$ cat src/rtl/retro_line_fetch_stall_if.sv
// System connection bundle: single clock plus
// synchronous active-high reset.
interface ISysCon;
  logic CLK;
  logic RST;

  modport slave (
    input CLK,
    input RST
  );
endinterface

$ cat src/rtl/retro_line_fetch_stall.sv
// Single-line fetch buffer: serves core reads on a hit, stalls
// and burst-fills the line from external memory on a miss.
module retro_line_fetch_stall #(
  parameter int AddrWidth     = 16,
  parameter int DataWidth     = 8,
  parameter int LineBytes     = 16,
  parameter int MissCountBits = 16
) (
  ISysCon.slave                   SysCon,
  input  logic                    CoreReq,
  input  logic [AddrWidth-1:0]    CoreAddr,
  input  logic                    CoreCE,
  output logic [DataWidth-1:0]    CoreRData,
  output logic                    Stall,
  input  logic                    Invalidate,
  output logic                    MemReqValid,
  input  logic                    MemReqReady,
  output logic [AddrWidth-1:0]    MemReqAddr,
  input  logic                    MemRspValid,
  input  logic [DataWidth-1:0]    MemRspData,
  output logic [MissCountBits-1:0] MissCount
);

  localparam int OffW = $clog2(LineBytes);
  localparam int TagW = AddrWidth - OffW;

  localparam logic [1:0] IDLE  = 2'd0;
  localparam logic [1:0] ISSUE = 2'd1;
  localparam logic [1:0] FILL  = 2'd2;

  logic [1:0]               state_q, state_d;
  logic                     lv_q, lv_d;
  logic [TagW-1:0]          tag_q, tag_d;
  logic [TagW-1:0]          ftag_q, ftag_d;
  logic [OffW-1:0]          beat_q, beat_d;
  logic                     disc_q, disc_d;
  logic [MissCountBits-1:0] miss_q, miss_d;
  logic [DataWidth-1:0]     buf_q [LineBytes];

  logic [TagW-1:0] core_tag;
  logic            hit;
  logic            last_beat;
  logic            ce_unused;

  // CE is only the core's acceptance qualifier; nothing here needs it.
  assign ce_unused = CoreCE;

  assign core_tag  = CoreAddr[AddrWidth-1:OffW];
  assign hit       = lv_q && (state_q == IDLE) && (tag_q == core_tag);
  assign last_beat = (beat_q == OffW'(LineBytes - 1));

  assign Stall       = (CoreReq && !hit) || (state_q != IDLE);
  assign CoreRData   = buf_q[CoreAddr[OffW-1:0]];
  assign MemReqValid = (state_q == ISSUE);
  assign MemReqAddr  = {ftag_q, {OffW{1'b0}}};
  assign MissCount   = miss_q;

  // Next-state: miss detection, request issue and line fill.
  always_comb begin
    state_d = state_q;
    lv_d    = lv_q;
    tag_d   = tag_q;
    ftag_d  = ftag_q;
    beat_d  = beat_q;
    disc_d  = disc_q;
    miss_d  = miss_q;
    unique case (state_q)
      IDLE: begin
        if (Invalidate) lv_d = 1'b0;
        if (CoreReq && !hit) begin
          ftag_d  = core_tag;
          lv_d    = 1'b0;
          state_d = ISSUE;
          if (miss_q != {MissCountBits{1'b1}})
            miss_d = miss_q + 1'b1;
        end
      end
      ISSUE: begin
        if (Invalidate) disc_d = 1'b1;
        if (MemReqReady) begin
          beat_d  = '0;
          state_d = FILL;
        end
      end
      FILL: begin
        if (Invalidate) disc_d = 1'b1;
        if (MemRspValid) begin
          beat_d = beat_q + 1'b1;
          if (last_beat) begin
            tag_d   = ftag_q;
            lv_d    = !disc_q && !Invalidate;
            disc_d  = 1'b0;
            state_d = IDLE;
          end
        end
      end
      default: state_d = IDLE;
    endcase
  end

  // Control registers with synchronous reset.
  always_ff @(posedge SysCon.CLK) begin
    if (SysCon.RST) begin
      state_q <= IDLE;
      lv_q    <= 1'b0;
      tag_q   <= '0;
      ftag_q  <= '0;
      beat_q  <= '0;
      disc_q  <= 1'b0;
      miss_q  <= '0;
    end else begin
      state_q <= state_d;
      lv_q    <= lv_d;
      tag_q   <= tag_d;
      ftag_q  <= ftag_d;
      beat_q  <= beat_d;
      disc_q  <= disc_d;
      miss_q  <= miss_d;
    end
  end

  // Line storage: written beat by beat during fill, never reset.
  always_ff @(posedge SysCon.CLK) begin
    if (!SysCon.RST && (state_q == FILL) && MemRspValid)
      buf_q[beat_q] <= MemRspData;
  end

endmodule
$ cat src/flat_wrapper.sv
// flat-port wrapper written by rule: the top's interface ports become plain ports
module retro_line_fetch_stall_flat 
#(
  parameter int AddrWidth     = 16,
  parameter int DataWidth     = 8,
  parameter int LineBytes     = 16,
  parameter int MissCountBits = 16
)
  (CoreReq, CoreAddr, CoreCE, CoreRData, Stall, Invalidate, MemReqValid, MemReqReady, MemReqAddr, MemRspValid, MemRspData, MissCount, SysCon_CLK, SysCon_RST);
  ISysCon SysCon_i ();
  input  logic CoreReq;
  input  logic [AddrWidth-1:0] CoreAddr;
  input  logic CoreCE;
  output logic [DataWidth-1:0] CoreRData;
  output logic Stall;
  input  logic Invalidate;
  output logic MemReqValid;
  input  logic MemReqReady;
  output logic [AddrWidth-1:0] MemReqAddr;
  input  logic MemRspValid;
  input  logic [DataWidth-1:0] MemRspData;
  output logic [MissCountBits-1:0] MissCount;
  input wire logic [$bits(SysCon_i.CLK)-1:0] SysCon_CLK;
  input wire logic [$bits(SysCon_i.RST)-1:0] SysCon_RST;
  assign SysCon_i.CLK = SysCon_CLK;
  assign SysCon_i.RST = SysCon_RST;
  retro_line_fetch_stall #(.AddrWidth(AddrWidth), .DataWidth(DataWidth), .LineBytes(LineBytes), .MissCountBits(MissCountBits)) u_core (.SysCon(SysCon_i), .CoreReq(CoreReq), .CoreAddr(CoreAddr), .CoreCE(CoreCE), .CoreRData(CoreRData), .Stall(Stall), .Invalidate(Invalidate), .MemReqValid(MemReqValid), .MemReqReady(MemReqReady), .MemReqAddr(MemReqAddr), .MemRspValid(MemRspValid), .MemRspData(MemRspData), .MissCount(MissCount));
endmodule
$ cat config.mk
export PLATFORM = sky130hd
export DESIGN_NAME = retro_line_fetch_stall_flat
export DESIGN_NICKNAME = d
export VERILOG_FILES = /design/src/rtl/retro_line_fetch_stall_if.sv /design/src/rtl/retro_line_fetch_stall.sv /design/src/flat_wrapper.sv
export SDC_FILE = /design/constraint.sdc
export NUM_CORES = 1
export LEC_CHECK = 0
export BUFFER_PORTS_ARGS = -buffer_cell sky130_fd_sc_hd__clkbuf_2
export CORE_MARGIN = 4
export CORE_UTILIZATION = 53
export CTS_CLUSTER_SIZE = 30
export DETAILED_ROUTE_END_ITERATION = 16
export HOLD_SLACK_MARGIN = 0.03
export PLACE_DENSITY = 0.75
export SLEW_MARGIN = 10
export SYNTH_ARGS = -nofsm -noshare
export SYNTH_HDL_FRONTEND = slang
export SYNTH_SLANG_ARGS = --single-unit
$ cat constraint.sdc
create_clock -name SysCon_CLK -period 2.8 [get_ports SysCon_CLK]
set_clock_uncertainty 0.15 [all_clocks]
set_input_delay 0.56 -clock SysCon_CLK [delete_from_list [all_inputs] [get_ports SysCon_CLK]]
set_output_delay 0.56 -clock SysCon_CLK [all_outputs]
set_load 0.01 [all_outputs]
# After elaboration in Yosys (flattened, before gate mapping)
# Memories as Yosys holds them, arrays and structs flattened.
# Index checks and enable logic that the tools add are counted.
# word_totals
mem_bits_rw	128
out_inout_bits	42
memories	1
ff_bits	48
input_bits	31
# classes
n_eq_ne	10
n_addsub	2
mux	19
n_reduce_logical	21
# memory_table
memory	depth	width	read_ports	rd_ports_with_merged_regs	write_ports	line	source
u_core.buf_q	16	8	1	0	1	retro_line_fetch_stall.sv:38	logic [DataWidth-1:0] buf_q [LineBytes];
# ops
operator	n
$add A16 B1 Y16 const B	1
$ne A16 B16 Y1 const B	1
$eq A12 B12 Y1	1
$mux W1	9
$reduce_and A3 Y1	3
$mux W2	4
$mux W4	2
$pmux W4 S2	1
$reduce_and A4 Y1	2
$logic_and A1 B1 Y1	6
$pmux W2 S3	1
$reduce_bool A2 Y1	3
$add A4 B1 Y4 const B	1
$eq A4 B4 Y1 const B	1
$logic_not A1 Y1	4
$ne A2 B1 Y1 const B	2
$ne A2 B2 Y1 const B	2
$pmux W1 S2	2
$ne A3 B3 Y1 const B	1
$eq A2 B1 Y1 const B	1
$eq A2 B2 Y1 const B	1
$logic_not A2 Y1	1
$reduce_and A2 Y1	1
$logic_or A1 B1 Y1	1

# Longest topological paths before layout
# Gate-level depths: netlist of run 1.
# depth
word_depth	7
mapped_depth	8
ltp_nobuf	7

# Least setup slack after synthesis of run 1
# No wires, ideal clock.
# synth_path
path_type	input -> output
start	input port CoreAddr[0]
end	output port CoreRData[0]
stages	4
arrival_ns	2.102
t_required_ns	2.090
slack_ns	-0.012
path_buffers	2
cell_sequence	clkbuf_1 buf_2 mux4_2 mux4_2
# synth_between
elab_chain_cells	1
# synth_lines
item	line	source
start: declaration	flat_wrapper.sv:12	input logic [AddrWidth-1:0] CoreAddr;
$mem_v2 Z16 W8	-	
end: declaration	flat_wrapper.sv:14	output logic [DataWidth-1:0] CoreRData;
# Every way passes these cells.

# Worst setup path after layout of run 1
# layout_path
start	input port CoreAddr[0]
end	output port CoreRData[6]
# Same word-level chain as after synthesis.

==> results of run 1 <==
==> layout make-up <==
class	count	area, µm²
repair buffers	92	607
clock inverters	12	119
multi-input cells	281	2510
flip-flops and latches	176	4800
well taps	180	225
fillers	1045	5160
clock buffers	20	437
inverters	7	26.3
==> critical path: cells and delay by family <==
family / cells / cell delay (ns)
muxes: 2 / 1.05
buffers and inverters: 3 / 0.45
==> power by group through the flow <==
| stage | logic, mW | clock network (mW) | registers [mW] |
|---|---|---|---|
| CTS | 0.625 | 2.27 | 2.89 |
| finish | 0.617 | 2.22 | 2.89 |
| global placement | 0.592 | 0 | 2.94 |
| floorplan | 0.418 | 0 | 2.96 |
| global route | 0.687 | 2.39 | 2.90 |
| detailed placement | 0.610 | 0 | 2.95 |
==> worst paths after layout <==
kind	to	slack (ns)	startpoint	depth (start not counted)
setup / recovery	CoreRData[6]	0.02	CoreAddr[0]	5
hold / removal	u_core.ftag_q[5]	0.25	CoreAddr[9]	3
setup reg to reg	u_core.buf_q[1][7]	0.46	u_core.state_q[0]	7
hold reg to reg	u_core.ftag_q[5]	0.34	u_core.ftag_q[5]	2
==> metrics by stage <==
stage	setup WS [ns]	hold WS (ns)	utilization, %	power (mW)
6_report	0.0236	0.248	62.9	5.73
5_1_grt	0.000958	0.246	62.9	5.98
4_1_cts	0.0207	0.233	62.8	5.79
3_5_place_dp	-0.0331	0.337	58.4	3.56
3_3_place_gp	-0.0133	0.323	58.4	3.54
2_1_floorplan	0.0638	0.316	-	3.37
==> sequential cells by signal, summed over array words and instances, names as in the netlist <==
name / count
u_core.disc_q: 1
u_core.beat_q: 4
u_core.lv_q: 1
u_core.ftag_q: 12
u_core.tag_q: 12
u_core.state_q: 2
u_core.buf_q: 128
u_core.MissCount: 16
==> layout by cell type (no fill, tap or decap), types with 9 or more instances in the layout <==
cell,synthesis,layout
clkbuf_2,0,64
mux4_2,40,40
nor2b_1,22,22
nand2_1,16,16
o22a_1,12,12
dfxtp_1,48,48
xnor2_1,12,12
a21oi_1,13,13
clkbuf_16,0,17
nand2b_1,31,31
nor2_1,31,31
nand3_1,13,13
mux2i_1,13,13
nor3_1,11,11
ha_1,9,9
edfxtp_1,128,128
nand4_1,9,9
buf_4,4,20
==> layer usage <==
metal  share of wire [%]  vias to the layer above  GRT usage (%)  routed length, µm
li1                    -                     2029              -                  -
met1                  42                     2191           25.7               6330
met2                  51                      136           33.1               7850
met3                 5.6                       15           5.09                853
met4                 1.4                        0           6.12                211
met5                   0                        -              0                  0
==> timing repair <==
action / in CTS / in global routing
setup endpoints to repair: 4 / 3
gates cloned: 1 / 0
setup buffers: 0 / 0
gates resized for setup: 7 / 4
==> kinds of logic (layout without fill, tap and decap cells) <==
family / after synthesis / in the layout / synth area share, %
multiplexers: 63 / 63 / 15.3
adder cells (fa/ha/maj): 9 / 9 / 1.50
AND/OR/NAND/NOR: 156 / 156 / 11.7
XOR/XNOR: 12 / 12 / 1.40
other: 1 / 4 / 0.0501
AO/OA/AOI/OAI: 37 / 37 / 3.33
buffers and inverters: 37 / 131 / 2.47
flip-flops: 176 / 176 / 64.2
==> run summary, run 1 <==
critical setup path kind: in -> out
drc violations: 0
Synth top area share: 51.4%
Critical Path RT: 2.09 ns
crit path launch type: primary input
CP max FO: 8
sequential share of the synthesized area: 64.2%
row count: 43
total of max-cap violations: 0
total iterations of the first detailed-routing run: 4
vias after detailed routing: 4371
die span in x: 127 µm
GRT Total Usage: 19.9%
cell taking the most area after synthesis: edfxtp_1
Pint: 4.42 mW
Slew @ Worst Pin: 0.626 ns
Max stage delay cell, worst path: mux4_2
number of diodes: 0
DP HPWL: 9700 µm
Syn Inst Count: 491
Pleak: 3.05 nW
Slew Viols, Final: 0
Worst slew margin: 58.2%
Sink Count: 176
Clock power frac: 38.7%
Placed Instances: 735
Worst Setup End Kind: output port
ys async rst share: 0%
initial cell density of the core: 53.9%
largest net degree at the start of global routing: 72
CTS tree: built
Ys Warns: 0
most common cell in the netlist: edfxtp_1
die area: 16100 µm²
post-synthesis area per instance: 15.2 µm²
crit path DAT: 2.07 ns
Inserted Clock Buffers: 17
max frequency: 0.360 GHz
RSZ-0062 raised after global routing: no
DRT iter0 DRCs: 243
Post-synth top cells: 128 x edfxtp_1, 48 x dfxtp_1, 40 x mux4_2, 31 x nand2b_1, 31 x nor2_1
Routed Antenna Nets: 0
Crit path top cell by count: mux4_2
cell area after layout: 8720 µm²
synth top area cells: edfxtp_1 51%, dfxtp_1 13%, mux4_2 12%
final period utilization: 99.2%
Routed WL per cell: 19.8 µm
outcome: complete, no violations
Power Density: 657 nW/µm²
final std cells w/o fill: 768
worst path cell trace: clkbuf_8, buf_12, mux4_2, mux4_2, buf_6
clk root buf: clkbuf_16
slowest stage delay, CP: 0.53 ns
GRT Residual Overflow: 0
core footprint: 13900 µm²
Worst-Skew Late Latency: 0.42 ns
# IOs: 73
EDFF count, synth: 128
Hold WC Path Type: in -> reg
gpl congestion: 0.832
Post-Synthesis Cell Area: 7480 µm²
Sw Ratio: 22.8%
Buffers on Ports: 67
Fin Setup TNS: 0 ns
Max clock buf depth: 2
final hold violations: 0
Worst-path clk slew: 0.06 ns
Reg power frac: 50.5%
#FFs+latches synth: 176
Final min period: 2.78 ns
Post-Place Cell Area: 8100 µm²
predominant post-synthesis flop cell: edfxtp_1
NetSw: 1.31 mW
CTS H-tree lvls: 4
vias in the first global route: 4423
initial antenna violation count: 0
Finish-stage setup viols: 0
post-synth cell types: 45
vias per cell: 5.69
Comb pwr share: 10.8%
Layout Nets: 615
VDD IR max: 0.000385 V
# hold bufs at CTS: 0
synth-to-layout area growth: 16.6%
drt total wl: 15200 µm
Die Span Y: 127 µm
layout cells sized above 1: 29.6%
global-route wire length before repair: 24200 µm
No activity file was read; power rests on OpenSTA's default activity.
==> run 2, diff against run 1 <==
BUFFER_PORTS_ARGS = not set   (was -buffer_cell sky130_fd_sc_hd__clkbuf_2)
CORE_UTILIZATION = 54   (was 53)
DONT_BUFFER_PORTS = 1   (was not set)
PLACE_DENSITY = 0.72   (was 0.75)
SKIP_CTS_REPAIR_TIMING = 1   (was not set)
==> run summary, run 2 (synthesized netlist as in run 1, its figures left out) <==
clk root buf: clkbuf_16
total of max-cap violations: 0 (unchanged)
Post-Place Setup Slack: 0.411 ns (+0.444 ns)
Routed Antenna Nets: 0 (unchanged)
crit path DAT: 1.88 ns (-0.19 ns)
Buffers on Ports: 0 (-100%)
CP max FO: 1 (-7)
die span in x: 126 µm (-0.87%)
vias after detailed routing: 4109 (-6.0%)
Most flops, register: u_core.buf_q
critical setup path kind: reg -> out
# IOs: 73 (unchanged)
vias per cell: 5.91 (+3.9%)
CTS H-tree lvls: 4 (unchanged)
Worst Setup End Kind: output port
largest net degree at the start of global routing: 73 (+1.4%)
Worst-path clk slew: 0.06 ns (about the same)
outcome: complete, no violations
total iterations of the first detailed-routing run: 4 (unchanged)
initial antenna violation count: 0 (unchanged)
Critical Path RT: 2.09 ns (about the same)
DP HPWL: 9240 µm (-4.7%)
drc violations: 0 (unchanged)
final hold violations: 0 (unchanged)
die area: 15800 µm² (-1.7%)
Max clock buf depth: 2 (unchanged)
Fin Setup TNS: 0 ns (unchanged)
Pleak: 2.70 nW (-11%)
core footprint: 13400 µm² (-3.5%)
vias in the first global route: 4155 (-6.1%)
Layout Nets: 547 (-11%)
max frequency: 0.386 GHz (+7.2%)
VDD IR max: 0.000417 V (+8.2%)
Hold WC Path Type: in -> reg
max reg flops: 128 (unchanged)
final period utilization: 92.5% (-6.7 points)
Final min period: 2.59 ns (-0.187 ns)
synth-to-layout area growth: 10.5%
Die Span Y: 126 µm (-0.87%)
initial cell density of the core: 55.9% (+1.9 points)
Finish-stage setup viols: 0 (unchanged)
commonest non-fill, non-tap cell in the layout: edfxtp_1
Worst-Skew Late Latency: 0.43 ns (about the same)
RSZ-0062 raised after global routing: no
R2R depth: 7 (unchanged)
row count: 42 (-2.3%)
DRT iter0 DRCs: 270 (+11%)
gpl congestion: 0.737 (-11%)
layout cells sized above 1: 19.8% (-9.7 points)
setup ws final: 0.211 ns (+0.187 ns)
drt total wl: 14400 µm (-5.3%)
Sink Count: 176 (unchanged)
Worst Hold Path Cells: 1 (-2)
number of diodes: 0 (unchanged)
Inserted Clock Buffers: 17 (unchanged)
GRT Residual Overflow: 0 (unchanged)
crit path launch type: register
Routed WL per cell: 20.8 µm (+4.7%)
GRT Total Usage: 19.0% (-0.85 points)
Power Density: 663 nW/µm² (+1.0%)
CTS tree: built
global-route wire length before repair: 22700 µm (-6.3%)
commonest non-fill, non-tap cells in the layout: 128 x edfxtp_1, 48 x dfxtp_1, 40 x mux4_2
Slew Viols, Final: 0 (unchanged)
-- run 2: changes by cell type in the layout (fill, tap and decap cells not counted), sizes merged --
cell	delta
clkbuf	-65
clkinv	-3
bufinv	-1
clkinvlp	+1
inv	+1
buf	-3
dlygate4sd3	+1
-- run 2: cell type report --
type | count | area (µm²)
Clock buffer | 21 | 440
Clock inverter | 10 | 90.1
Fill cell | 994 | 5130
Inverter | 7 | 26.3
Multi-Input combinational cell | 281 | 2510
Sequential cell | 176 | 4800
Tap cell | 176 | 220
Timing Repair Buffer | 24 | 183
-- run 2: through the flow --
step | area [µm²] | hold WS [ns] | util [%] | std cells | power, mW
global route | 8270 | 0.0343 | 61.7 | 695 | 5.71
CTS | 8260 | 0.0305 | 61.6 | 694 | 5.54
detailed placement | 7730 | 0.346 | 57.7 | 663 | 3.41
global placement | 7730 | 0.324 | 57.7 | 663 | 3.39
floorplan | 7500 | 0.316 | - | 494 | 3.37
finish | 8270 | 0.0541 | 61.7 | 695 | 5.49
-- run 2: power by group --
part | internal [mW] | switching, mW | total, mW
clock | 1.21 | 0.917 | 2.13
sequential | 2.85 | 0.0669 | 2.92
combinational | 0.207 | 0.235 | 0.442
-- run 2: routing by layer --
| metal | vias to the layer above | part of all wire (%) | GRT usage (%) | wire length (µm) |
|---|---|---|---|---|
| met4 | 0 | 3.1 | 8.90 | 442 |
| li1 | 1898 | - | - | - |
| met1 | 2059 | 42 | 24.5 | 5990 |
| met5 | - | 0 | 0 | 0 |
| met2 | 123 | 48 | 28.9 | 6950 |
| met3 | 29 | 7.3 | 7.03 | 1050 |
-- run 2: worst paths after layout --
path                                    startpoint                  to  slack, ns
worst min-delay path                    SysCon_RST    u_core.beat_q[1]       0.05
worst max-delay path            u_core.buf_q[0][3]        CoreRData[3]       0.21
worst max register to register   u_core.state_q[0]  u_core.buf_q[0][7]       0.37
worst min register to register   u_core.state_q[0]   u_core.state_q[0]       0.35
-- run 2: worst max-delay path, cell delays in order, from the launching register on --
cell,delay (ns)
edfxtp_1,0.40
mux4_2,0.49
mux4_2,0.55
